[config.mk]
export PLATFORM = sky130hd
export DESIGN_NAME = fib_inst_seq
export DESIGN_NICKNAME = d
export VERILOG_FILES = /design/src/rtl/fib_inst_seq.sv
export SDC_FILE = /design/constraint.sdc
export NUM_CORES = 1
export LEC_CHECK = 0
export CORE_MARGIN = 2
export CORE_UTILIZATION = 35
export CTS_CLUSTER_DIAMETER = 150
export DETAILED_ROUTE_END_ITERATION = 10
export GPL_TIMING_DRIVEN = 0
export HOLD_SLACK_MARGIN = 0.12
export PLACE_DENSITY = 0.75
export SETUP_SLACK_MARGIN = 0.2
export SKIP_CTS_REPAIR_TIMING = 1
export SLEW_MARGIN = 40
export SYNTH_ARGS = -nofsm -noshare
export SYNTH_HDL_FRONTEND = slang
export SYNTH_SLANG_ARGS = --single-unit
[constraint.sdc]
create_clock -name clk -period 2.04 [get_ports clk]
set_input_delay 0.408 -clock clk [delete_from_list [all_inputs] [get_ports clk]]
set_output_delay 0.408 -clock clk [all_outputs]
set_load 0.1 [all_outputs]
[src/rtl/fib_inst_seq.sv]
// Streams a MIPS Fibonacci/accumulate program (two addi seeds, n adds, drain NOPs)
// into a single-cycle CPU instruction port, one word per valid/ready handshake.
module fib_inst_seq #(
  parameter int          CNT_W      = 8,
  parameter logic [4:0]  REG_A      = 5'd1,
  parameter logic [4:0]  REG_B      = 5'd2,
  parameter logic [15:0] SEED_A     = 16'd1,
  parameter logic [15:0] SEED_B     = 16'd1,
  parameter int          DRAIN_NOPS = 1
) (
  input  logic             clk,
  input  logic             reset,
  input  logic             start,
  input  logic             mode,
  input  logic [CNT_W-1:0] n_terms,
  input  logic             inst_ready,
  output logic [31:0]      inst,
  output logic             inst_valid,
  output logic             busy,
  output logic             done,
  output logic [CNT_W-1:0] term_idx,
  output logic [2:0]       dbg_state
);

  typedef enum logic [2:0] {
    S_IDLE   = 3'd0,
    S_INIT_A = 3'd1,
    S_INIT_B = 3'd2,
    S_LOOP   = 3'd3,
    S_DRAIN  = 3'd4,
    S_DONE   = 3'd5
  } state_t;

  localparam int DW = (DRAIN_NOPS > 1) ? $clog2(DRAIN_NOPS) : 1;

  state_t           r_state;
  state_t           w_next;
  state_t           w_post_work;
  logic             r_mode;
  logic [CNT_W-1:0] r_n;
  logic [CNT_W-1:0] r_term;
  logic [DW-1:0]    r_drain;
  logic             w_fire;
  logic             w_last_term;
  logic             w_last_nop;
  logic [4:0]       w_rd;

  // Handshake: a word transfers on a rising edge where inst_valid && inst_ready;
  // while valid is high and ready low, inst and all state/counters hold.
  assign w_fire      = inst_valid & inst_ready;
  assign w_last_term = (r_term == r_n - CNT_W'(1));
  assign w_last_nop  = (r_drain == DW'(DRAIN_NOPS - 1));
  assign w_post_work = (DRAIN_NOPS > 0) ? S_DRAIN : S_DONE;
  assign w_rd        = (r_mode || !r_term[0]) ? REG_A : REG_B;
  assign dbg_state   = r_state;

  always_ff @(posedge clk) begin
    if (reset) r_state <= S_IDLE;
    else       r_state <= w_next;
  end

  always_comb begin
    w_next = r_state;
    case (r_state)
      S_IDLE:   if (start) w_next = S_INIT_A;
      S_INIT_A: if (w_fire) w_next = S_INIT_B;
      S_INIT_B: if (w_fire) w_next = (r_n != '0) ? S_LOOP : w_post_work;
      S_LOOP:   if (w_fire && w_last_term) w_next = w_post_work;
      S_DRAIN:  if (w_fire && w_last_nop) w_next = S_DONE;
      S_DONE:   w_next = S_IDLE;
      default:  w_next = S_IDLE;
    endcase
  end

  // Counters reload to zero on their final handshake so the next run starts clean.
  always_ff @(posedge clk) begin
    if (reset) begin
      r_mode  <= 1'b0;
      r_n     <= '0;
      r_term  <= '0;
      r_drain <= '0;
    end else begin
      if (r_state == S_IDLE && start) begin
        r_mode <= mode;
        r_n    <= n_terms;
      end
      if (r_state == S_LOOP && w_fire)
        r_term <= w_last_term ? '0 : r_term + CNT_W'(1);
      if (r_state == S_DRAIN && w_fire)
        r_drain <= w_last_nop ? '0 : r_drain + DW'(1);
    end
  end

  always_comb begin
    inst       = '0;
    inst_valid = 1'b0;
    busy       = 1'b0;
    done       = 1'b0;
    term_idx   = '0;
    case (r_state)
      S_INIT_A: begin
        inst       = {6'b001000, 5'd0, REG_A, SEED_A};
        inst_valid = 1'b1;
        busy       = 1'b1;
      end
      S_INIT_B: begin
        inst       = {6'b001000, 5'd0, REG_B, SEED_B};
        inst_valid = 1'b1;
        busy       = 1'b1;
      end
      S_LOOP: begin
        inst       = {6'b000000, REG_A, REG_B, w_rd, 5'd0, 6'b100000};
        inst_valid = 1'b1;
        busy       = 1'b1;
        term_idx   = r_term;
      end
      S_DRAIN: begin
        inst_valid = 1'b1;
        busy       = 1'b1;
      end
      S_DONE:  done = 1'b1;
      default: ;
    endcase
  end

endmodule

==> Yosys cells after proc, flatten, opt, wreduce, memory -nomap -nowiden <==
Cells that the tools add are included.
{ "word_totals": {"wordCells": 46, "ram_bits": 0, "out_inout_bits": 46, "ff_bits": 21, "mem_bits_ro": 0, "latch_bits": 0, "in_bits": 13, "n_memories": 0} }
{ "op_classes": {"n_div": 0, "n_lt_le_gt_ge": 0, "eq_ne": 11, "reduce_logical": 11, "n_mux": 14, "addsub": 3, "n_bitwise": 2, "n_mul": 0, "shifts": 0} }
{ "ops": {"columns": ["cell", "n"], "rows": [
  ["$pmux 30 s3", 1],
  ["$mux 3", 6],
  ["$mux 8", 2],
  ["$pmux 3 s5", 1],
  ["$ne 2x2->1 const B", 5],
  ["$add 8x1->8 const B", 1],
  ["$eq 8x8->1", 1],
  ["$reduce_bool 8->1", 1],
  ["$sub 8x1->8 const B", 1],
  ["$eq 3x2->1 const B", 2],
  ["$eq 3x3->1 const B", 2],
  ["$logic_and 1x1->1", 5],
  ["$reduce_and 5->1", 1],
  ["$reduce_or 4->1", 1],
  ["$eq 3x1->1 const B", 1],
  ["$logic_not 3->1", 1],
  ["$mux 1", 3],
  ["$mux 2", 1],
  ["$add 1x1->1 const B", 1],
  ["$and 1x1->1", 1],
  ["$logic_not 1->1", 1],
  ["$logic_or 1x1->1", 1],
  ["$not 1->1", 1]
]} }

==> Depth between registers and ports, before layout <==
Gate-level depths: netlist (run 1).
{ "logic_depth": {"word_depth": 7, "ltp_mapped": 7, "ltp_nobuf": 7} }

==> Least setup slack after synthesis (run 1) <==
Ideal clock, no wire load.
{ "synth_path": {"kind": "reg-to-output", "from": "reg r_state[1] (netlist: dbg_state[1])", "to": "out inst[12]", "required_time_ns": 1.632, "stages_incl_launch_ff": 5, "path_buffers": 1, "arrival_time_ns": 3.680, "setup_slack_ns": -2.048, "cell_sequence": "dfxtp_1 nor2b_1 buf_6 nand2_1 nor3_1"} }
{ "synth_between": {"elab_chain_cells": 2, "elab_cells_between_ends": 4, "cone_classes": "eq/ne (3); mux (1)"} }
{ "synth_rtl": {"columns": ["element", "line_no", "rtl"], "rows": [
  ["from (decl)", "36", "state_t r_state;"],
  ["from (signal assigned)", "59", "else r_state <= w_next;"],
  ["$eq 3x2->1 or $eq 3x1->1 (tied branches)", "100", "case (r_state)"],
  ["$pmux 30 s3 (*)", "100", null],
  ["to (decl)", "17", "output logic [31:0] inst,"]
]} }
Mark *: on every way between the ends. The rest lies on a longest branch, timed or not.

==> Worst setup path after layout (run 1) <==
{ "layout_path": {"from": "reg r_state[0] (netlist: dbg_state[0])", "to": "out inst[29]"} }
Same word-level chain as after synthesis.

==> results of run 1 <==
==> routing by layer <==
layer | wire length [um] | track usage, %
met2 | 1799 | 21.10
met3 | 197 | 1.806
met1 | 1699 | 19.86
met4 | 50 | 6.080
met5 | 0 | 0
==> logic make-up (layout without fill, tap and decap cells) <==
family | after synthesis | after routing
AOI/OAI and AO/OA | 33 | 33
xor gates and xnor gates | 15 | 15
adders and majority gates | 3 | 3
buffers and inverters | 44 | 94
DFF | 20 | 20
muxes | 4 | 4
other | 1 | 24
and+or+nand+nor | 73 | 73
==> power by group through the flow <==
stage               registers (mW)  clock network (mW)  logic [mW]
global placement             0.511                   0        1.96
floorplan                    0.612                   0        1.58
finish                       0.512               0.276        2.26
detailed placement           0.512                   0        1.90
CTS                          0.503               0.281        1.90
global route                 0.521               0.291        2.37
==> sequential cells by signal (all words and copies together) (netlist names) <==
name / flops
r_n: 8
r_mode: 1
dbg_state: 3
r_term: 8
==> cells in the mapped netlist (all sizes together) (3+ instances only) <==
| cell type | number |
|---|---|
| clkbuf | 4 |
| and3 | 8 |
| inv | 7 |
| nand4 | 3 |
| nor3 | 10 |
| a21oi | 12 |
| xnor2 | 4 |
| nor2 | 10 |
| ha | 3 |
| nand2 | 22 |
| nand3 | 4 |
| xor2 | 10 |
| dfxtp | 20 |
| buf | 33 |
==> cell type report <==
| type | instances | area share [%] |
|---|---|---|
| inverters | 7 | 1.192 |
| flip-flops and latches | 20 | 16.79 |
| clock buffers | 4 | 1.788 |
| multi-input cells | 152 | 46.75 |
| well taps | 52 | 2.583 |
| plain buffers | 37 | 13.71 |
| repair buffers | 46 | 17.19 |
==> cell usage in the layout (no fill, tap or decap), drive strengths merged, types with 2 or more instances in the layout <==
| master | synthesis | final |
|---|---|---|
| clkdlybuf4s50 | 0 | 11 |
| a32o | 2 | 2 |
| xor2 | 10 | 10 |
| buf | 33 | 67 |
| inv | 7 | 6 |
| nand3b | 2 | 2 |
| nand2 | 22 | 22 |
| o31ai | 2 | 2 |
| o21ai | 2 | 2 |
| xnor2 | 4 | 4 |
| nor2 | 10 | 10 |
| nand4 | 3 | 3 |
| conb | 1 | 24 |
| nor4b | 2 | 2 |
| mux2 | 2 | 2 |
| mux2i | 2 | 2 |
| nand3 | 4 | 4 |
| and3 | 8 | 8 |
| nor3 | 10 | 10 |
| a211oi | 2 | 2 |
| clkbuf | 4 | 8 |
| dfxtp | 20 | 20 |
| or2b | 2 | 2 |
| ha | 3 | 3 |
| nor3b | 2 | 2 |
| a21oi | 12 | 12 |
==> per-stage QoR <==
| step | instances | area (um2) | hold WS, ns |
|---|---|---|---|
| final | 318 | 2519 | 0.4886 |
| after floorplan | 216 | 1886 | 0.4612 |
| after CTS | 306 | 2235 | 0.4971 |
| after detailed placement | 302 | 2190 | 0.4863 |
| after global placement | 302 | 2291 | 0.4823 |
| after global routing | 318 | 2519 | 0.5184 |
==> how the worst max path moves through the flow <==
stage | startpoint | endpoint | slack (ns) | depth (start not counted)
after floorplan | dbg_state[1]$_SDFFE_PP0P_ | inst[11] | -0.18 | 5
after global placement | dbg_state[1]$_SDFFE_PP0P_ | inst_valid | -0.67 | 5
after detailed placement | inst_ready | dbg_state[2]$_SDFFE_PP0P_ | -0.23 | 6
after CTS | dbg_state[1]$_SDFFE_PP0P_ | inst_valid | -0.26 | 5
after global routing | r_n[0]$_SDFFE_PP0P_ | r_term[6]$_SDFFE_PP0P_ | 0.13 | 8
final | dbg_state[0]$_SDFFE_PP0P_ | inst[29] | 0.20 | 6
==> worst reg2reg max path: cells and delay by family (launching register included) <==
family / cells / cell delay [ns]
AO/OA/AOI/OAI: 2 / 0.52
adder cells (fa/ha/maj): 1 / 0.15
buffers and inverters: 2 / 0.29
flip-flops: 1 / 0.37
multiplexers: 1 / 0.13
AND/OR/NAND/NOR: 2 / 0.23
==> results.toml, run 1 <==
[synth]
synth.yosys.seq_area_share_pct = 24.62
yosys.area.top_type_share_pct = 24.62
synth-compound-area-share_pct = 16.46
post_synth_num_cell_types = 55
post_synth_xor_area_fraction_pct = 8.923
netlist_top_cells_area = "sky130_fd_sc_hd__dfxtp_1 25%, sky130_fd_sc_hd__buf_4 13%, sky130_fd_sc_hd__xor2_1 5.4%"
synthesis.area_per_instance_um2 = 8.428
syn_area_um2 = 1627
synthSimpleGateAreaFrac_pct = 25.92
synth-adder-area-share_pct = 2.308
synth.yosys.warnings = 0
gate_count_post_synth = 193
synth_ff_type = "sky130_fd_sc_hd__dfxtp_1"
main_combinational_cell_family_by_area_after_synthesis = "simple AND/OR/NAND/NOR gates"
postSynthRegisterBits = 20
synth_enable_flop_cells = 0
yosys-mux-area-fraction_pct = 2.615
synth_top_area_cell = "sky130_fd_sc_hd__dfxtp_1"
ys_async_sr_fraction_pct = 0

[hold_path]
hold-path-endpoint = "r_n[1]$_SDFFE_PP0P_"
hold_start = "r_n[1]$_SDFFE_PP0P_"
hold-path-cell-count = 2
holdCritPathClass = "reg2reg"

[global_routing]
number_of_antenna_violations_at_the_first_check_in_global_routing = 0
first_global_vias = 1239
grt_max_degree = 12
grtUsageTotal_pct = 13.96
gr-total-overflow = 0
grt_pass1_wl_mm = 5.768

[final_layout]
fraction_of_final_layout_cells_with_drive_strength_greater_than_1_pct = 44.74
layout.filler_cells = 391
final_core_util_pct = 57.06
multi_input_comb_area_um2 = 1177
seq_area_um2 = 422.9
area.growth.synth_to_final_pct = 54.85
finalNetCount = 283
diodes = 0

[timing]
tightest_slew_ns = 0.5350
grt_setup_unrepaired = "yes"
fin_setup_tns_ns = 0
finalCriticalPeriod_ns = 1.840
slew_violations = 0
final.period_utilization_pct = 90.20
maximum_clock_frequency_mhz = 543.5
finalSetupViolations = 0
final.setup.worst_slack_ns = 0.1999
slew_headroom_pct = 64.18
hold_viol_final = 0
clock_skew_ns = 0.01076

[power]
power_switching_mw = 1.605
p_sw_share_pct = 52.57
power_density_nw_per_um2 = 1212
proportion_of_power_drawn_by_the_clock_network_pct = 9.0
finalPower_mw = 3.053
power.static_leakage_nw = 1.130
power.sequential.fraction_pct = 16.8
p_comb_share_pct = 74.2
intPower_mw = 1.448
max-vdd-ir-drop_uv = 1028

[setup_path]
crit_buf_inv = 4
cp_cell_sequence = "buf_12 -> buf_8 -> xnor2_2 -> nor2_4 -> buf_12 -> buf_12"
timing.critical_path.required_ns = 1.63
setup.worst_path.end_class = "output port"
crit_arrival_ns = 1.43
category_of_the_worst_setup_path_launch_point = "flip-flop"
r2r.worst_path.cells = 8
critical-path-max-stage-delay_ns = 0.35
path_class = "reg2out"
regToRegEndpoint = "r_term[6]$_SDFFE_PP0P_"
worst_r2r_startpoint = "r_n[0]$_SDFFE_PP0P_"
worst-path-max-fanout = 10
cp_slowest_cell = "sky130_fd_sc_hd__dfxtp_4"
cell_repeated_most_along_the_worst_path = "sky130_fd_sc_hd__buf_12"
path_delay_family = "buffers and inverters"
ff2ff_setup_slack_ns = 0.21

[detailed_routing]
final_routed_wirelength_mm = 3.747
final_antenna_net_count = 0
route.detailed.drc = 0
route.detailed.vias_per_inst = 4.651
num_vias = 1479
routed_wire_length_per_instance_um = 11.78
dr.pass1.iters = 4
detailedRoute.firstIterationViolations = 85

[clock_network]
tritoncts = "done"
tritoncts_num_sinks = 20
clk_transition_reported_paths_ns = 0.08
cts.path.max_buffers = 2
cts_made_buffers = 3
clkLatencyLatePin_ns = 0.27
cts.htree.levels = 1
clock-root-buffer = "sky130_fd_sc_hd__clkbuf_8"

[placement]
dp_hpwl_mm = 2.692
count_of_port_buffers_added_during_placement = 34
preCtsSetupSlack_ns = -0.2326
routabilityCongestion = 0.8215

[floorplan]
die_area_um2 = 5209
core.rowCount = 24
io-pin-count = 59
design.core.area_um2 = 4414
dieHeight_um = 72.17
initial_utilization_pct = 36.85
die_width_um = 72.17

[run_status]
outcome = "completed"

[job]
max-cap-violations = 0
(Power assumes the default switching activity.)
==> run 2, diff against run 1 <==
- CAP_MARGIN: unset -> 10
- CELL_PAD_IN_SITES_DETAIL_PLACEMENT: unset -> 1
- CELL_PAD_IN_SITES_GLOBAL_PLACEMENT: unset -> 1
- CORE_UTILIZATION: 35 -> 25
==> run 2 against run 1 <==
  * Largest power group unchanged
  * Die area is 38% higher
  * Sequential share of layout area decreased by 0.93 points
  * Power rose by 3.0%
  * Core utilization decreased by 15 points
  * Worst hold slack gained 0.013 ns
==> results.toml, run 2 (synthesis gave the netlist of run 1 again) <==
[floorplan]
io-pin-count = 59
die_width_um = 84.66
dieHeight_um = 84.66
initial_utilization_pct = 25.76
design.core.area_um2 = 6314
die_area_um2 = 7167
core.rowCount = 29

[setup_path]
path_class = "reg2out"
cp_cell_sequence = "buf_8 -> nor2_4 -> xnor2_4 -> buf_12 -> buf_6"
critical-path-max-stage-delay_ns = 0.36
timing.critical_path.required_ns = 1.63
worst-path-max-fanout = 10
r2r.worst_path.cells = 8
category_of_the_worst_setup_path_launch_point = "flip-flop"
crit_arrival_ns = 1.45
setup.worst_path.end_class = "output port"
cp_slowest_cell = "sky130_fd_sc_hd__dfxtp_4"

[timing]
final.period_utilization_pct = 90.94
final.setup.worst_slack_ns = 0.1848
hold_viol_final = 0
grt_setup_unrepaired = "yes"
clock_skew_ns = 0.002479
finalCriticalPeriod_ns = 1.855
slew_headroom_pct = 64.01
slew_violations = 0
fin_setup_tns_ns = 0
finalSetupViolations = 0
tightest_slew_ns = 0.5399
maximum_clock_frequency_mhz = 539.0

[final_layout]
multi_input_comb_area_um2 = 1189
final_cell_mix = "40 x sky130_fd_sc_hd__buf_4, 24 x sky130_fd_sc_hd__conb_1, 21 x sky130_fd_sc_hd__nand2_1"
diodes = 0
layout.filler_cells = 743
area.growth.synth_to_final_pct = 62.92
seq_area_um2 = 420.4
finalNetCount = 286
layout_commonest_cell = "sky130_fd_sc_hd__buf_4"
fraction_of_final_layout_cells_with_drive_strength_greater_than_1_pct = 47.21

[global_routing]
first_global_vias = 1395
grt_max_degree = 12
grtUsageTotal_pct = 11.98
grt_pass1_wl_mm = 6.941
gr-total-overflow = 0
number_of_antenna_violations_at_the_first_check_in_global_routing = 0

[clock_network]
clkLatencyLatePin_ns = 0.27
cts.path.max_buffers = 2
tritoncts_num_sinks = 20
cts.htree.levels = 1
cts_made_buffers = 3
clock-root-buffer = "sky130_fd_sc_hd__clkbuf_8"
tritoncts = "done"
clk_transition_reported_paths_ns = 0.08

[hold_path]
holdCritPathClass = "reg2reg"
hold-path-cell-count = 2

[detailed_routing]
final_antenna_net_count = 0
final_routed_wirelength_mm = 4.474
route.detailed.drc = 0
dr.pass1.iters = 4
routed_wire_length_per_instance_um = 12.93
detailedRoute.firstIterationViolations = 79
route.detailed.vias_per_inst = 4.474
num_vias = 1548

[placement]
count_of_port_buffers_added_during_placement = 34
routabilityCongestion = 0.8708
dp_hpwl_mm = 3.437
preCtsSetupSlack_ns = -0.2614

[power]
max-vdd-ir-drop_uv = 1244
power.static_leakage_nw = 1.172
power_density_nw_per_um2 = 1186
finalPower_mw = 3.143

[job]
max-cap-violations = 0

[run_status]
outcome = "completed"
==> run 2: worst paths after layout <==
kind                                   from                endpoint  slack (ns)
setup / recovery  dbg_state[1]$_SDFFE_PP0P_              inst_valid        0.18
hold / removal          r_n[1]$_SDFFE_PP0P_     r_n[1]$_SDFFE_PP0P_        0.50
setup reg to reg        r_n[2]$_SDFFE_PP0P_  r_term[6]$_SDFFE_PP0P_        0.22
hold reg to reg         r_n[1]$_SDFFE_PP0P_     r_n[1]$_SDFFE_PP0P_        0.50
==> run 2: area by class of cell <==
class	count	share of cell area (%)
buffer	37	13.22
sequential	20	15.86
timing repair buffer	49	19.22
tap	77	3.636
clock buffer	4	2.077
inverter	7	1.133
multi-input combinational	152	44.85
==> run 2: where the power goes <==
group	switching [mW]	total, mW	internal [mW]
Sequential	0.0641	0.512	0.448
Clock	0.143	0.315	0.172
Combinational	1.43	2.32	0.887
==> run 2: critical path: cells and delay by family (launching register included) <==
| family | cells | cell delay, ns |
|---|---|---|
| XOR/XNOR | 1 | 0.16 |
| buffers and inverters | 3 | 0.48 |
| flip-flops | 1 | 0.36 |
| AND/OR/NAND/NOR | 1 | 0.18 |
==> run 2: stage by stage <==
stage | instances | cell area, um2 | utilization, % | hold WS, ns
floorplan | 216 | 1886 | - | 0.4612
global placement | 327 | 2322 | 36.78 | 0.4855
detailed placement | 327 | 2212 | 35.04 | 0.5078
CTS | 331 | 2267 | 35.91 | 0.5188
global route | 346 | 2650 | 41.97 | 0.5264
finish | 346 | 2650 | 41.97 | 0.5013
==> run 2: per-layer routing <==
metal | GRT usage [%] | up-vias | share of wire (%)
li1 | - | 781 | -
met1 | 16.95 | 725 | 45
met2 | 18.75 | 38 | 49
met3 | 1.967 | 4 | 4.8
met4 | 3.463 | 0 | 1.1
met5 | 0 | - | 0
==> run 3, diff against run 2 <==
- CORE_UTILIZATION: 25 -> 32
- PLACE_DENSITY: 0.75 -> 0.9
==> run 3 against run 2 <==
  * Power rose by 0.13%
  * Register-to-register slack better by 0.02 ns
  * Cell area fell by 1.5%
  * Fmax about the same
  * Clock skew is 0.0052 ns higher
  * Wire length increased by 9.6%
  * Sequential share of layout area increased by 0.43 points
  * Global-route usage up 4.0 points
==> results.toml, run 3 (synthesis gave the netlist of run 1 again) <==
[run_status]
outcome = "completed"

[global_routing]
global_route.usage.met3_pct = 3.439
number_of_antenna_violations_at_the_first_check_in_global_routing = 0
grt_max_degree = 12
grt-busiest-layer = "met2"
grtUsageTotal_pct = 16.00
gr-total-overflow = 0
grt_pass1_wl_mm = 6.927
gr-usage-met2_pct = 27.54
gr-usage-met1_pct = 20.15
first_global_vias = 1487

[timing]
fin_setup_tns_ns = 0
clock_skew_ns = 0.007641
hold_viol_final = 0
maximum_clock_frequency_mhz = 539.3
slew_violations = 0
slew_headroom_pct = 61.90
grt_setup_unrepaired = "yes"
final.setup.worst_slack_ns = 0.1857
final.period_utilization_pct = 90.90
finalCriticalPeriod_ns = 1.854
tightest_slew_ns = 0.5691
finalSetupViolations = 0

[floorplan]
initial_utilization_pct = 33.77
die_width_um = 75.30
core.rowCount = 25
design.core.area_um2 = 4817
die_area_um2 = 5669
dieHeight_um = 75.30
io-pin-count = 59

[final_layout]
fraction_of_final_layout_cells_with_drive_strength_greater_than_1_pct = 48.12
final_cell_mix = "44 x sky130_fd_sc_hd__buf_4, 24 x sky130_fd_sc_hd__conb_1, 21 x sky130_fd_sc_hd__nand2_1"
layout_commonest_cell = "sky130_fd_sc_hd__buf_4"
diodes = 0
finalNetCount = 283
final_core_util_pct = 54.21
area.growth.synth_to_final_pct = 60.54
layout.filler_cells = 574

[detailed_routing]
final_antenna_net_count = 0
num_vias = 1571
dr.pass1.iters = 4
routed_wire_length_per_instance_um = 14.72
route.detailed.vias_per_inst = 4.718
route.detailed.drc = 0
detailedRoute.firstIterationViolations = 97
final_routed_wirelength_mm = 4.902

[placement]
preCtsSetupSlack_ns = -0.2594
count_of_port_buffers_added_during_placement = 34
routabilityCongestion = 0.7608
dp_hpwl_mm = 3.302

[setup_path]
r2r.worst_path.cells = 8
crit_arrival_ns = 1.45
category_of_the_worst_setup_path_launch_point = "flip-flop"
path_class = "reg2out"
critical-path-max-stage-delay_ns = 0.36
regToRegEndpoint = "r_term[2]$_SDFFE_PP0P_"
setup.worst_path.end_class = "output port"
cp_cell_sequence = "buf_6 -> nor2_4 -> xnor2_4 -> buf_12 -> buf_8"
timing.critical_path.required_ns = 1.63
worst-path-max-fanout = 10
worst_r2r_startpoint = "r_n[2]$_SDFFE_PP0P_"
cp_slowest_cell = "sky130_fd_sc_hd__dfxtp_4"
ff2ff_setup_slack_ns = 0.24

[hold_path]
holdCritPathClass = "reg2reg"
hold-path-cell-count = 2
hold_start = "r_n[1]$_SDFFE_PP0P_"
hold-path-endpoint = "r_n[1]$_SDFFE_PP0P_"

[clock_network]
tritoncts = "done"
clk_transition_reported_paths_ns = 0.08
cts.path.max_buffers = 2
cts.htree.levels = 1
tritoncts_num_sinks = 20
clock-root-buffer = "sky130_fd_sc_hd__clkbuf_8"
cts_made_buffers = 3
clkLatencyLatePin_ns = 0.27

[power]
finalPower_mw = 3.147
power.static_leakage_nw = 1.155
power_density_nw_per_um2 = 1205
max-vdd-ir-drop_uv = 1167

[job]
max-cap-violations = 0
run 3: metal layers:
layer | vias up | wire (um)
li1 | 770 | -
met1 | 735 | 2006
met2 | 52 | 2522
met3 | 14 | 238
met4 | 0 | 135
met5 | - | 0
run 3: report_power, final:
group	total (mW)	internal (mW)	switching, mW
combinational	2.35	0.887	1.46
clock	0.281	0.135	0.146
sequential	0.521	0.449	0.0724
total	3.15	1.47	1.68
run 3: worst max path at each step:
stage / start / slack, ns / cells after the start / end
2_1_floorplan: dbg_state[1]$_SDFFE_PP0P_ / -0.18 / 5 / inst[11]
3_3_place_gp: dbg_state[1]$_SDFFE_PP0P_ / -0.69 / 5 / inst_valid
3_5_place_dp: inst_ready / -0.26 / 6 / dbg_state[2]$_SDFFE_PP0P_
4_1_cts: dbg_state[1]$_SDFFE_PP0P_ / -0.29 / 5 / inst_valid
5_1_grt: dbg_state[1]$_SDFFE_PP0P_ / 0.14 / 6 / inst[11]
6_report: dbg_state[1]$_SDFFE_PP0P_ / 0.19 / 5 / inst_valid
run 3: cell type report:
type	count	area [um2]	area share [%]
Clock inverter	1	3.754	0.1437
Multi-Input combinational cell	152	1225	46.91
Clock buffer	3	41.29	1.581
Buffer	37	345.3	13.22
Timing Repair Buffer	46	451.7	17.30
Sequential cell	20	425.4	16.29
Tap cell	67	83.83	3.210
Inverter	7	35.03	1.342
run 3: critical path, delay by kind of cell (launching register included):
family	cells	cell delay, ns
xor gates and xnor gates	1	0.16
buffers and inverters	3	0.45
DFF	1	0.36
and+or+nand+nor	1	0.19
run 3: per-stage QoR:
stage / area [um2] / hold slack (ns) / instances
final: 2611 / 0.5189 / 333
after detailed placement: 2208 / 0.4991 / 317
after CTS: 2253 / 0.5100 / 321
after global routing: 2611 / 0.5367 / 333
after floorplan: 1886 / 0.4612 / 216
after global placement: 2310 / 0.4841 / 317
